--- src/rtl/atm_pkg.sv ---
// Shared types for the ATM session controller: command opcodes, response
// status codes, FSM states and the account-index width helper.
package atm_pkg;

    localparam int FAIL_W = 3;

    typedef enum logic [2:0] {
        OP_LOGIN    = 3'd0,
        OP_BALANCE  = 3'd1,
        OP_WITHDRAW = 3'd2,
        OP_DEPOSIT  = 3'd3,
        OP_TRANSFER = 3'd4,
        OP_CHPIN    = 3'd5,
        OP_LOGOUT   = 3'd6,
        OP_RSVD     = 3'd7
    } op_e;

    typedef enum logic [2:0] {
        ST_OK       = 3'd0,
        ST_BAD_PIN  = 3'd1,
        ST_LOCKED   = 3'd2,
        ST_INSUFF   = 3'd3,
        ST_OVERFLOW = 3'd4,
        ST_BAD_ACC  = 3'd5,
        ST_SEQ_ERR  = 3'd6,
        ST_TIMEOUT  = 3'd7
    } status_e;

    typedef enum logic [1:0] {
        S_IDLE = 2'd0,
        S_MENU = 2'd1,
        S_EXEC = 2'd2,
        S_RESP = 2'd3
    } state_e;

    function automatic int id_w(input int n);
        return (n > 1) ? $clog2(n) : 1;
    endfunction

endpackage

--- src/rtl/atm_session_ctrl_if.sv ---
// Command/response port between the keypad front end (master) and the
// session controller (slave).
interface atm_cmd_if #(
    parameter int ID_W  = 2,
    parameter int PIN_W = 4,
    parameter int BAL_W = 11
);
    logic             cmd_valid;
    logic             cmd_ready;
    logic [2:0]       cmd_op;
    logic [ID_W-1:0]  cmd_acc;
    logic [PIN_W-1:0] cmd_pin;
    logic [ID_W-1:0]  cmd_dst;
    logic [BAL_W-1:0] cmd_amount;
    logic             rsp_valid;
    logic [2:0]       rsp_status;
    logic [BAL_W-1:0] rsp_balance;

    modport master (
        output cmd_valid, cmd_op, cmd_acc, cmd_pin, cmd_dst, cmd_amount,
        input  cmd_ready, rsp_valid, rsp_status, rsp_balance
    );

    modport slave (
        input  cmd_valid, cmd_op, cmd_acc, cmd_pin, cmd_dst, cmd_amount,
        output cmd_ready, rsp_valid, rsp_status, rsp_balance
    );
endinterface

--- src/rtl/atm_account_bank.sv ---
// Account record storage: PIN, balance, fail count and lock flag per account.
// Port A is the session account (full record), port B the transfer destination.
module atm_account_bank
    import atm_pkg::*;
#(
    parameter int               NUM_ACCOUNTS = 4,
    parameter int               BAL_W        = 11,
    parameter int               PIN_W        = 4,
    parameter int               INIT_BALANCE = 500,
    parameter logic [PIN_W-1:0] DEFAULT_PIN  = 4'h6,
    parameter int               ID_W         = id_w(NUM_ACCOUNTS)
) (
    input  logic              clk,
    input  logic              rst_n,
    input  logic [ID_W-1:0]   a_id,
    output logic [PIN_W-1:0]  a_pin,
    output logic [BAL_W-1:0]  a_bal,
    output logic [FAIL_W-1:0] a_fail,
    output logic              a_locked,
    input  logic              wr_a_en,
    input  logic [PIN_W-1:0]  wr_a_pin,
    input  logic [BAL_W-1:0]  wr_a_bal,
    input  logic [FAIL_W-1:0] wr_a_fail,
    input  logic              wr_a_locked,
    input  logic [ID_W-1:0]   b_id,
    output logic [BAL_W-1:0]  b_bal,
    input  logic              wr_b_en,
    input  logic [BAL_W-1:0]  wr_b_bal
);
    logic [PIN_W-1:0]  pin_q    [NUM_ACCOUNTS];
    logic [PIN_W-1:0]  pin_d    [NUM_ACCOUNTS];
    logic [BAL_W-1:0]  bal_q    [NUM_ACCOUNTS];
    logic [BAL_W-1:0]  bal_d    [NUM_ACCOUNTS];
    logic [FAIL_W-1:0] fail_q   [NUM_ACCOUNTS];
    logic [FAIL_W-1:0] fail_d   [NUM_ACCOUNTS];
    logic              locked_q [NUM_ACCOUNTS];
    logic              locked_d [NUM_ACCOUNTS];

    // Decoded reads: an index past NUM_ACCOUNTS reads as an all-zero record.
    always_comb begin
        a_pin    = '0;
        a_bal    = '0;
        a_fail   = '0;
        a_locked = 1'b0;
        b_bal    = '0;
        for (int i = 0; i < NUM_ACCOUNTS; i++) begin
            if (a_id == ID_W'(i)) begin
                a_pin    = pin_q[i];
                a_bal    = bal_q[i];
                a_fail   = fail_q[i];
                a_locked = locked_q[i];
            end
            if (b_id == ID_W'(i)) begin
                b_bal = bal_q[i];
            end
        end
    end

    always_comb begin
        pin_d    = pin_q;
        bal_d    = bal_q;
        fail_d   = fail_q;
        locked_d = locked_q;
        for (int i = 0; i < NUM_ACCOUNTS; i++) begin
            if (wr_a_en && a_id == ID_W'(i)) begin
                pin_d[i]    = wr_a_pin;
                bal_d[i]    = wr_a_bal;
                fail_d[i]   = wr_a_fail;
                locked_d[i] = wr_a_locked;
            end
            if (wr_b_en && b_id == ID_W'(i)) begin
                bal_d[i] = wr_b_bal;
            end
        end
    end

    always_ff @(posedge clk or negedge rst_n) begin
        if (!rst_n) begin
            for (int i = 0; i < NUM_ACCOUNTS; i++) begin
                pin_q[i]    <= DEFAULT_PIN;
                bal_q[i]    <= BAL_W'(INIT_BALANCE);
                fail_q[i]   <= '0;
                locked_q[i] <= 1'b0;
            end
        end else begin
            pin_q    <= pin_d;
            bal_q    <= bal_d;
            fail_q   <= fail_d;
            locked_q <= locked_d;
        end
    end

endmodule

--- src/rtl/atm_session_ctrl.sv ---
// ATM session controller: login/menu sequencing, account arithmetic, PIN
// lockout and idle timeout, one response per accepted command.
//   state | meaning
//   IDLE  | no session, accepting LOGIN
//   MENU  | session open, accepting commands, idle timer counting down
//   EXEC  | latched command evaluated, account records updated
//   RESP  | rsp_valid pulse with registered status/balance
module atm_session_ctrl
    import atm_pkg::*;
#(
    parameter int               NUM_ACCOUNTS   = 4,
    parameter int               BAL_W          = 11,
    parameter int               PIN_W          = 4,
    parameter int               INIT_BALANCE   = 500,
    parameter logic [PIN_W-1:0] DEFAULT_PIN    = 4'h6,
    parameter int               MAX_TRIES      = 3,
    parameter int               TIMEOUT_CYCLES = 1000
) (
    input  logic      clk,
    input  logic      rst_n,
    atm_cmd_if.slave  bus,
    output logic      session_active
);
    localparam int ID_W  = id_w(NUM_ACCOUNTS);
    localparam int TMR_W = $clog2(TIMEOUT_CYCLES);

    function automatic logic acc_ok(input logic [ID_W-1:0] id);
        return 32'(id) < NUM_ACCOUNTS;
    endfunction

    state_e             state_q, state_d;
    op_e                op_q, op_d;
    status_e            status_q, status_d;
    logic [ID_W-1:0]    acc_q, acc_d, dst_q, dst_d, sess_id_q, sess_id_d;
    logic [PIN_W-1:0]   pin_q, pin_d;
    logic [BAL_W-1:0]   amt_q, amt_d, rsp_bal_q, rsp_bal_d;
    logic               session_q, session_d;
    logic [TMR_W-1:0]   tmr_q, tmr_d;
    logic               ready;

    logic [ID_W-1:0]    rd_id;
    logic [PIN_W-1:0]   a_pin, wr_a_pin;
    logic [BAL_W-1:0]   a_bal, b_bal, wr_a_bal, wr_b_bal, wd_bal;
    logic [FAIL_W-1:0]  a_fail, wr_a_fail, fail_inc;
    logic               a_locked, wr_a_locked, wr_a_en, wr_b_en, insuff;
    logic [BAL_W:0]     dep_sum, dst_sum;

    assign rd_id    = session_q ? sess_id_q : acc_q;
    assign dep_sum  = {1'b0, a_bal} + {1'b0, amt_q};
    assign dst_sum  = {1'b0, b_bal} + {1'b0, amt_q};
    assign wd_bal   = a_bal - amt_q;
    assign insuff   = amt_q > a_bal;
    assign fail_inc = a_fail + FAIL_W'(1);

    atm_account_bank #(
        .NUM_ACCOUNTS (NUM_ACCOUNTS),
        .BAL_W        (BAL_W),
        .PIN_W        (PIN_W),
        .INIT_BALANCE (INIT_BALANCE),
        .DEFAULT_PIN  (DEFAULT_PIN),
        .ID_W         (ID_W)
    ) u_bank (
        .clk         (clk),
        .rst_n       (rst_n),
        .a_id        (rd_id),
        .a_pin       (a_pin),
        .a_bal       (a_bal),
        .a_fail      (a_fail),
        .a_locked    (a_locked),
        .wr_a_en     (wr_a_en),
        .wr_a_pin    (wr_a_pin),
        .wr_a_bal    (wr_a_bal),
        .wr_a_fail   (wr_a_fail),
        .wr_a_locked (wr_a_locked),
        .b_id        (dst_q),
        .b_bal       (b_bal),
        .wr_b_en     (wr_b_en),
        .wr_b_bal    (wr_b_bal)
    );

    always_comb begin
        state_d     = state_q;
        op_d        = op_q;
        acc_d       = acc_q;
        dst_d       = dst_q;
        pin_d       = pin_q;
        amt_d       = amt_q;
        sess_id_d   = sess_id_q;
        session_d   = session_q;
        status_d    = status_q;
        rsp_bal_d   = rsp_bal_q;
        tmr_d       = tmr_q;
        ready       = 1'b0;
        wr_a_en     = 1'b0;
        wr_a_pin    = a_pin;
        wr_a_bal    = a_bal;
        wr_a_fail   = a_fail;
        wr_a_locked = a_locked;
        wr_b_en     = 1'b0;
        wr_b_bal    = dst_sum[BAL_W-1:0];

        unique case (state_q)
            S_IDLE: ready = 1'b1;
            S_MENU: begin
                // Expiry wins over a command presented in the same cycle.
                if (tmr_q == '0) begin
                    state_d   = S_RESP;
                    status_d  = ST_TIMEOUT;
                    rsp_bal_d = '0;
                    session_d = 1'b0;
                end else begin
                    ready = 1'b1;
                    tmr_d = tmr_q - TMR_W'(1);
                end
            end
            S_EXEC: begin
                state_d   = S_RESP;
                rsp_bal_d = '0;
                if (!session_q) begin
                    if (op_q != OP_LOGIN) begin
                        status_d = ST_SEQ_ERR;
                    end else if (!acc_ok(acc_q)) begin
                        status_d = ST_BAD_ACC;
                    end else if (a_locked) begin
                        status_d = ST_LOCKED;
                    end else if (pin_q != a_pin) begin
                        wr_a_en   = 1'b1;
                        wr_a_fail = fail_inc;
                        if (fail_inc == FAIL_W'(MAX_TRIES)) begin
                            wr_a_locked = 1'b1;
                            status_d    = ST_LOCKED;
                        end else begin
                            status_d = ST_BAD_PIN;
                        end
                    end else begin
                        wr_a_en   = 1'b1;
                        wr_a_fail = '0;
                        status_d  = ST_OK;
                        session_d = 1'b1;
                        sess_id_d = acc_q;
                        rsp_bal_d = a_bal;
                    end
                end else begin
                    status_d  = ST_OK;
                    rsp_bal_d = a_bal;
                    case (op_q)
                        OP_BALANCE: ;
                        OP_WITHDRAW: begin
                            if (insuff) begin
                                status_d = ST_INSUFF;
                            end else begin
                                wr_a_en   = 1'b1;
                                wr_a_bal  = wd_bal;
                                rsp_bal_d = wd_bal;
                            end
                        end
                        OP_DEPOSIT: begin
                            if (dep_sum[BAL_W]) begin
                                status_d = ST_OVERFLOW;
                            end else begin
                                wr_a_en   = 1'b1;
                                wr_a_bal  = dep_sum[BAL_W-1:0];
                                rsp_bal_d = dep_sum[BAL_W-1:0];
                            end
                        end
                        OP_TRANSFER: begin
                            if (!acc_ok(dst_q) || dst_q == sess_id_q) begin
                                status_d = ST_BAD_ACC;
                            end else if (insuff) begin
                                status_d = ST_INSUFF;
                            end else if (dst_sum[BAL_W]) begin
                                status_d = ST_OVERFLOW;
                            end else begin
                                wr_a_en   = 1'b1;
                                wr_a_bal  = wd_bal;
                                wr_b_en   = 1'b1;
                                rsp_bal_d = wd_bal;
                            end
                        end
                        OP_CHPIN: begin
                            wr_a_en  = 1'b1;
                            wr_a_pin = pin_q;
                        end
                        OP_LOGOUT: session_d = 1'b0;
                        default: status_d = ST_SEQ_ERR;
                    endcase
                end
            end
            S_RESP: begin
                state_d = session_q ? S_MENU : S_IDLE;
                tmr_d   = TMR_W'(TIMEOUT_CYCLES - 1);
            end
            default: state_d = S_IDLE;
        endcase

        if (ready && bus.cmd_valid) begin
            state_d = S_EXEC;
            op_d    = op_e'(bus.cmd_op);
            acc_d   = bus.cmd_acc;
            dst_d   = bus.cmd_dst;
            pin_d   = bus.cmd_pin;
            amt_d   = bus.cmd_amount;
        end
    end

    always_ff @(posedge clk or negedge rst_n) begin
        if (!rst_n) begin
            state_q   <= S_IDLE;
            op_q      <= OP_LOGIN;
            status_q  <= ST_OK;
            acc_q     <= '0;
            dst_q     <= '0;
            sess_id_q <= '0;
            pin_q     <= '0;
            amt_q     <= '0;
            rsp_bal_q <= '0;
            session_q <= 1'b0;
            tmr_q     <= '0;
        end else begin
            state_q   <= state_d;
            op_q      <= op_d;
            status_q  <= status_d;
            acc_q     <= acc_d;
            dst_q     <= dst_d;
            sess_id_q <= sess_id_d;
            pin_q     <= pin_d;
            amt_q     <= amt_d;
            rsp_bal_q <= rsp_bal_d;
            session_q <= session_d;
            tmr_q     <= tmr_d;
        end
    end

    assign bus.cmd_ready   = ready;
    assign bus.rsp_valid   = (state_q == S_RESP);
    assign bus.rsp_status  = (state_q == S_RESP) ? status_q : 3'd0;
    assign bus.rsp_balance = (state_q == S_RESP) ? rsp_bal_q : '0;
    assign session_active  = session_q;

endmodule

--- src/flat_wrapper.sv ---
// flat-port wrapper written by rule: the top's interface ports become plain ports
module atm_session_ctrl_flat import atm_pkg::*;
#(
    parameter int               NUM_ACCOUNTS   = 4,
    parameter int               BAL_W          = 11,
    parameter int               PIN_W          = 4,
    parameter int               INIT_BALANCE   = 500,
    parameter logic [PIN_W-1:0] DEFAULT_PIN    = 4'h6,
    parameter int               MAX_TRIES      = 3,
    parameter int               TIMEOUT_CYCLES = 1000
)
  (clk, rst_n, session_active, bus_cmd_valid, bus_cmd_op, bus_cmd_acc, bus_cmd_pin, bus_cmd_dst, bus_cmd_amount, bus_cmd_ready, bus_rsp_valid, bus_rsp_status, bus_rsp_balance);
  atm_cmd_if #(.ID_W((2)), .PIN_W(PIN_W), .BAL_W(BAL_W)) bus_i ();
  input  logic clk;
  input  logic rst_n;
  output logic session_active;
  input wire logic [$bits(bus_i.cmd_valid)-1:0] bus_cmd_valid;
  input wire logic [$bits(bus_i.cmd_op)-1:0] bus_cmd_op;
  input wire logic [$bits(bus_i.cmd_acc)-1:0] bus_cmd_acc;
  input wire logic [$bits(bus_i.cmd_pin)-1:0] bus_cmd_pin;
  input wire logic [$bits(bus_i.cmd_dst)-1:0] bus_cmd_dst;
  input wire logic [$bits(bus_i.cmd_amount)-1:0] bus_cmd_amount;
  output wire logic [$bits(bus_i.cmd_ready)-1:0] bus_cmd_ready;
  output wire logic [$bits(bus_i.rsp_valid)-1:0] bus_rsp_valid;
  output wire logic [$bits(bus_i.rsp_status)-1:0] bus_rsp_status;
  output wire logic [$bits(bus_i.rsp_balance)-1:0] bus_rsp_balance;
  assign bus_i.cmd_valid = bus_cmd_valid;
  assign bus_i.cmd_op = bus_cmd_op;
  assign bus_i.cmd_acc = bus_cmd_acc;
  assign bus_i.cmd_pin = bus_cmd_pin;
  assign bus_i.cmd_dst = bus_cmd_dst;
  assign bus_i.cmd_amount = bus_cmd_amount;
  assign bus_cmd_ready = bus_i.cmd_ready;
  assign bus_rsp_valid = bus_i.rsp_valid;
  assign bus_rsp_status = bus_i.rsp_status;
  assign bus_rsp_balance = bus_i.rsp_balance;
  atm_session_ctrl #(.NUM_ACCOUNTS(NUM_ACCOUNTS), .BAL_W(BAL_W), .PIN_W(PIN_W), .INIT_BALANCE(INIT_BALANCE), .DEFAULT_PIN(DEFAULT_PIN), .MAX_TRIES(MAX_TRIES), .TIMEOUT_CYCLES(TIMEOUT_CYCLES)) u_core (.clk(clk), .rst_n(rst_n), .bus(bus_i), .session_active(session_active));
endmodule
--- config.mk ---
export PLATFORM = sky130hd
export DESIGN_NAME = atm_session_ctrl_flat
export DESIGN_NICKNAME = d
export VERILOG_FILES = /design/src/rtl/atm_pkg.sv /design/src/rtl/atm_session_ctrl_if.sv /design/src/rtl/atm_account_bank.sv /design/src/rtl/atm_session_ctrl.sv /design/src/flat_wrapper.sv
export SDC_FILE = /design/constraint.sdc
export NUM_CORES = 1
export LEC_CHECK = 0
export BUFFER_PORTS_ARGS = -buffer_cell sky130_fd_sc_hd__buf_2
export CORE_ASPECT_RATIO = 0.7
export CORE_MARGIN = 4
export CORE_UTILIZATION = 40
export DETAILED_ROUTE_END_ITERATION = 8
export GPL_ROUTABILITY_DRIVEN = 0
export HOLD_SLACK_MARGIN = 0.15
export PLACE_DENSITY = 0.65
export SETUP_SLACK_MARGIN = 0.5
export SYNTH_ARGS = -nofsm -noshare
export SYNTH_HDL_FRONTEND = slang
export SYNTH_SLANG_ARGS = --single-unit
--- constraint.sdc ---
create_clock -name clk -period 4.8 [get_ports clk]
set_input_delay 0.48 -clock clk [delete_from_list [all_inputs] [get_ports clk]]
set_output_delay 0.48 -clock clk [all_outputs]
set_load 0.005 [all_outputs]
==> metrics.yaml <==
run_status:
  status: "complete, no violations"
flow_run:
  maxCapViolations: 0
sta:
  slew_headroom_pct: 28.6
  fmax_mhz: 235
  finClkSkew_ns: 0.0145
  min_period_ns: 4.26
  setup_tns_ns: 0
  maxSlewViolCount: 0
  hold_viol_final: 0
  finalSetupViolCount: 0
  grt_setup_unrepaired: "yes"
  tightestPinTransition_ns: 1.07
  finalCritPeriodShare_pct: 88.8
worst_hold_path:
  worstHoldPathType: "in2reg"
global_routing:
  grt_usage_pct: 21.8
  grt_pass1_vias: 7150
  antenna_found_initial: 0
  grt_max_degree: 49
  grt-ovfl-total: 0
  grt_pass1_wl_mm: 41.6
critical_path:
  end_kind: "flip-flop"
  crit_path_max_fanout: 7
  critPathKind: "reg2reg"
  cp_common_cell: "inv_1"
  crit_arrival_ns: 4.62
  cp.required_ns: 5.16
  cp_slowest_cell: "mux4_2"
  cpPeakStageDelay_ns: 0.51
  cp_cell_sequence: "buf_4 > mux2_4 > mux4_2 > inv_1 > ha_1 > inv_1 > fa_2 > a21oi_4 > o221ai_2 > o41a_1 > xnor2_2 > nor4_4 > a311oi_4 > nor2_1 > a221o_1"
  start_kind: "flip-flop"
route:
  first_iter_violations: 803
  ant_nets: 0
  vias: 7553
  routed_wl_mm: 27.1
  routed_via_density: 6.17
  drc_errors: 0
  post_drt_wl_per_cell_um: 22.2
  first_pass_iters: 6
pwr:
  sw_frac_of_total_pct: 48.7
  comb_power_share_pct: 61.6
  p_int_w: 0.00418
  power.share.clock_pct: 15.9
  ir_drop_mv: 0.425
  p_sw_w: 0.00396
  pwr-share-seq_pct: 22.5
  power.density_mw_per_mm2: 791
  p_leak_nw: 4.40
cts:
  cts.sinks: 127
  htree_levels: 4
  clock-root-buffer: "clkbuf_16"
  cts_tree: "done"
  clk_latency_ns: 0.44
  clk_pin_slew_worst_paths_ns: 0.07
  clock_path_buffers: 2
  cts_buffers: 17
yosys:
  yosysWarningCount: 0
  syn_inst: 864
  syn-cell-area_mm2: 0.00868
  avgSynthCellArea_um2: 10.0
  synth_ff_type: "dfrtp_1"
  synth_common_cells: "dfrtp_1 (95), nand2_1 (84), nor2_1 (58)"
  synth_edf_count: 0
  ys_types: 100
  yosysTopAreaCellShare_pct: 27.4
  syn_nets: 929
  ys_seq_area_share_pct: 37.1
  synth.area.top_cells: "dfrtp_1 (27%), dfstp_2 (9.7%), mux4_2 (7.5%)"
  yosysMostFrequentCell: "dfrtp_1"
  synthArstFlopShare_pct: 100
  synth_seq_cells: 127
  synth_top_area_cell: "dfrtp_1"
floorplan:
  coreArea_mm2: 0.0210
  die_height_um: 131
  die-area_mm2: 0.0242
  ioPinCount: 42
  die_w_um: 184
  rows: 44
  initial_core_util_pct: 41.3
layout:
  drive_above_1_share_pct: 30.6
  area_growth_pct: 18.7
  antenna_cells: 0
  final_nets: 1000
  fillers: 1892
  final_area_mm2: 0.0103
place:
  placed_area_mm2: 0.00923
  io_buffer_count: 41
  dp_hpwl_mm: 19.1
==> metal layers <==
layer,vias to the layer above,global-route usage [%],part of all wire [%],wire (um)
met3,51,7.15,12,3220
met5,-,0,0,0
met2,403,28.9,41,11100
met4,0,5.75,1.6,422
met1,3709,33.8,45,12300
li1,3390,-,-,-
==> stage by stage <==
step                      std cells  hold WS (ns)  setup slack, ns  utilization (%)  power (W)
final                          1224         0.238            0.538             49.0    0.00815
after global routing           1224         0.271            0.430             49.0    0.00855
after CTS                      1200         0.234            0.507             47.0    0.00747
after detailed placement       1165         0.456            0.255             43.9    0.00603
after global placement         1165         0.452            0.380             43.9    0.00603
after floorplan                 864         0.184            0.667                -    0.00487
==> logic make-up (layout without fill, tap and decap cells) <==
kind of cell,Yosys count,after routing,share of synthesized area (%)
simple gates,295,295,17.6
xor+xnor,28,28,3.09
compound gates,237,238,20.9
flops,127,127,37.1
mux,54,54,10.8
buf+inv,83,166,4.47
fa+ha+maj,40,40,6.03
==> registers in the layout, indices dropped and copies added (netlist names) <==
name and count:
u_core.state_q 2, u_core.tmr_q 10, u_core.op_q 3, u_core.status_q 3, u_core.amt_q 11, u_core.u_bank.pin_q 16
u_core.u_bank.bal_q 44, u_core.rsp_bal_q 11, u_core.pin_q 4, u_core.u_bank.fail_q 12, u_core.u_bank.locked_q 4, u_core.session_active 1
u_core.dst_q 2, u_core.sess_id_q 2, u_core.acc_q 2
==> area by class of cell <==
cell class	instances	area, um^2	area share (%)
clock buffer	19	443	4.30
clock inverter	13	129	1.25
inverter	37	139	1.35
multi-input combinational	655	5370	52.2
sequential	127	3220	31.3
tap	276	345	3.35
timing repair buffer	97	652	6.33
==> power groups by stage <==
stage / clock [W] / sequential (W) / combinational [W]
2_1_floorplan: 0 / 0.00157 / 0.00330
3_3_place_gp: 0 / 0.00183 / 0.00420
3_5_place_dp: 0 / 0.00182 / 0.00421
4_1_cts: 0.00130 / 0.00181 / 0.00436
5_1_grt: 0.00134 / 0.00187 / 0.00534
6_report: 0.00129 / 0.00184 / 0.00502
==> worst paths after layout <==
check	startpoint	to	slack (ns)	cells past startpoint
worst max-delay path	u_core.session_active	u_core.u_bank.bal_q[8]	0.54	15
worst min-delay path	bus_cmd_amount[1]	u_core.amt_q[1]	0.24	3
worst max register to register	u_core.session_active	u_core.u_bank.bal_q[8]	0.54	15
worst min register to register	u_core.u_bank.pin_q[14]	u_core.u_bank.pin_q[14]	0.47	2
max in group asynchronous	rst_n	u_core.session_active	3.18	3
min in group asynchronous	rst_n	u_core.rsp_bal_q[1]	0.57	2
==> critical path: cells and delay by family (launching register included) <==
family / cells / cell delay, ns
AO/OA/AOI/OAI: 5 / 1.51
XOR/XNOR: 1 / 0.28
adder cells (fa/ha/maj): 2 / 0.60
buffers and inverters: 3 / 0.33
flip-flops: 1 / 0.47
multiplexers: 2 / 0.84
AND/OR/NAND/NOR: 2 / 0.15
==> timing repair <==
action                                 in CTS  in global routing
hold buffers                                1                  0
pin swaps                                   2                 17
endpoints found under the hold margin      29                  0
setup endpoints to repair                  52                 66
buffers inserted                            2                 22
gates resized for setup                    11                 45
cloned                                      0                  2
==> placed cells by master (no fill, tap or decap), types with 17 or more instances in the layout <==
| cell | count |
|---|---|
| a21oi_1 | 30 |
| a221o_1 | 19 |
| and3_1 | 20 |
| buf_2 | 41 |
| buf_4 | 51 |
| clkbuf_16 | 17 |
| dfrtp_1 | 93 |
| dfstp_2 | 32 |
| ha_1 | 33 |
| inv_1 | 37 |
| mux4_2 | 29 |
| nand2_1 | 83 |
| nand3_1 | 25 |
| nor2_1 | 54 |
| nor3_1 | 30 |
| o21ai_0 | 45 |
| xnor2_1 | 17 |
No activity file was read; power rests on OpenSTA's default activity.
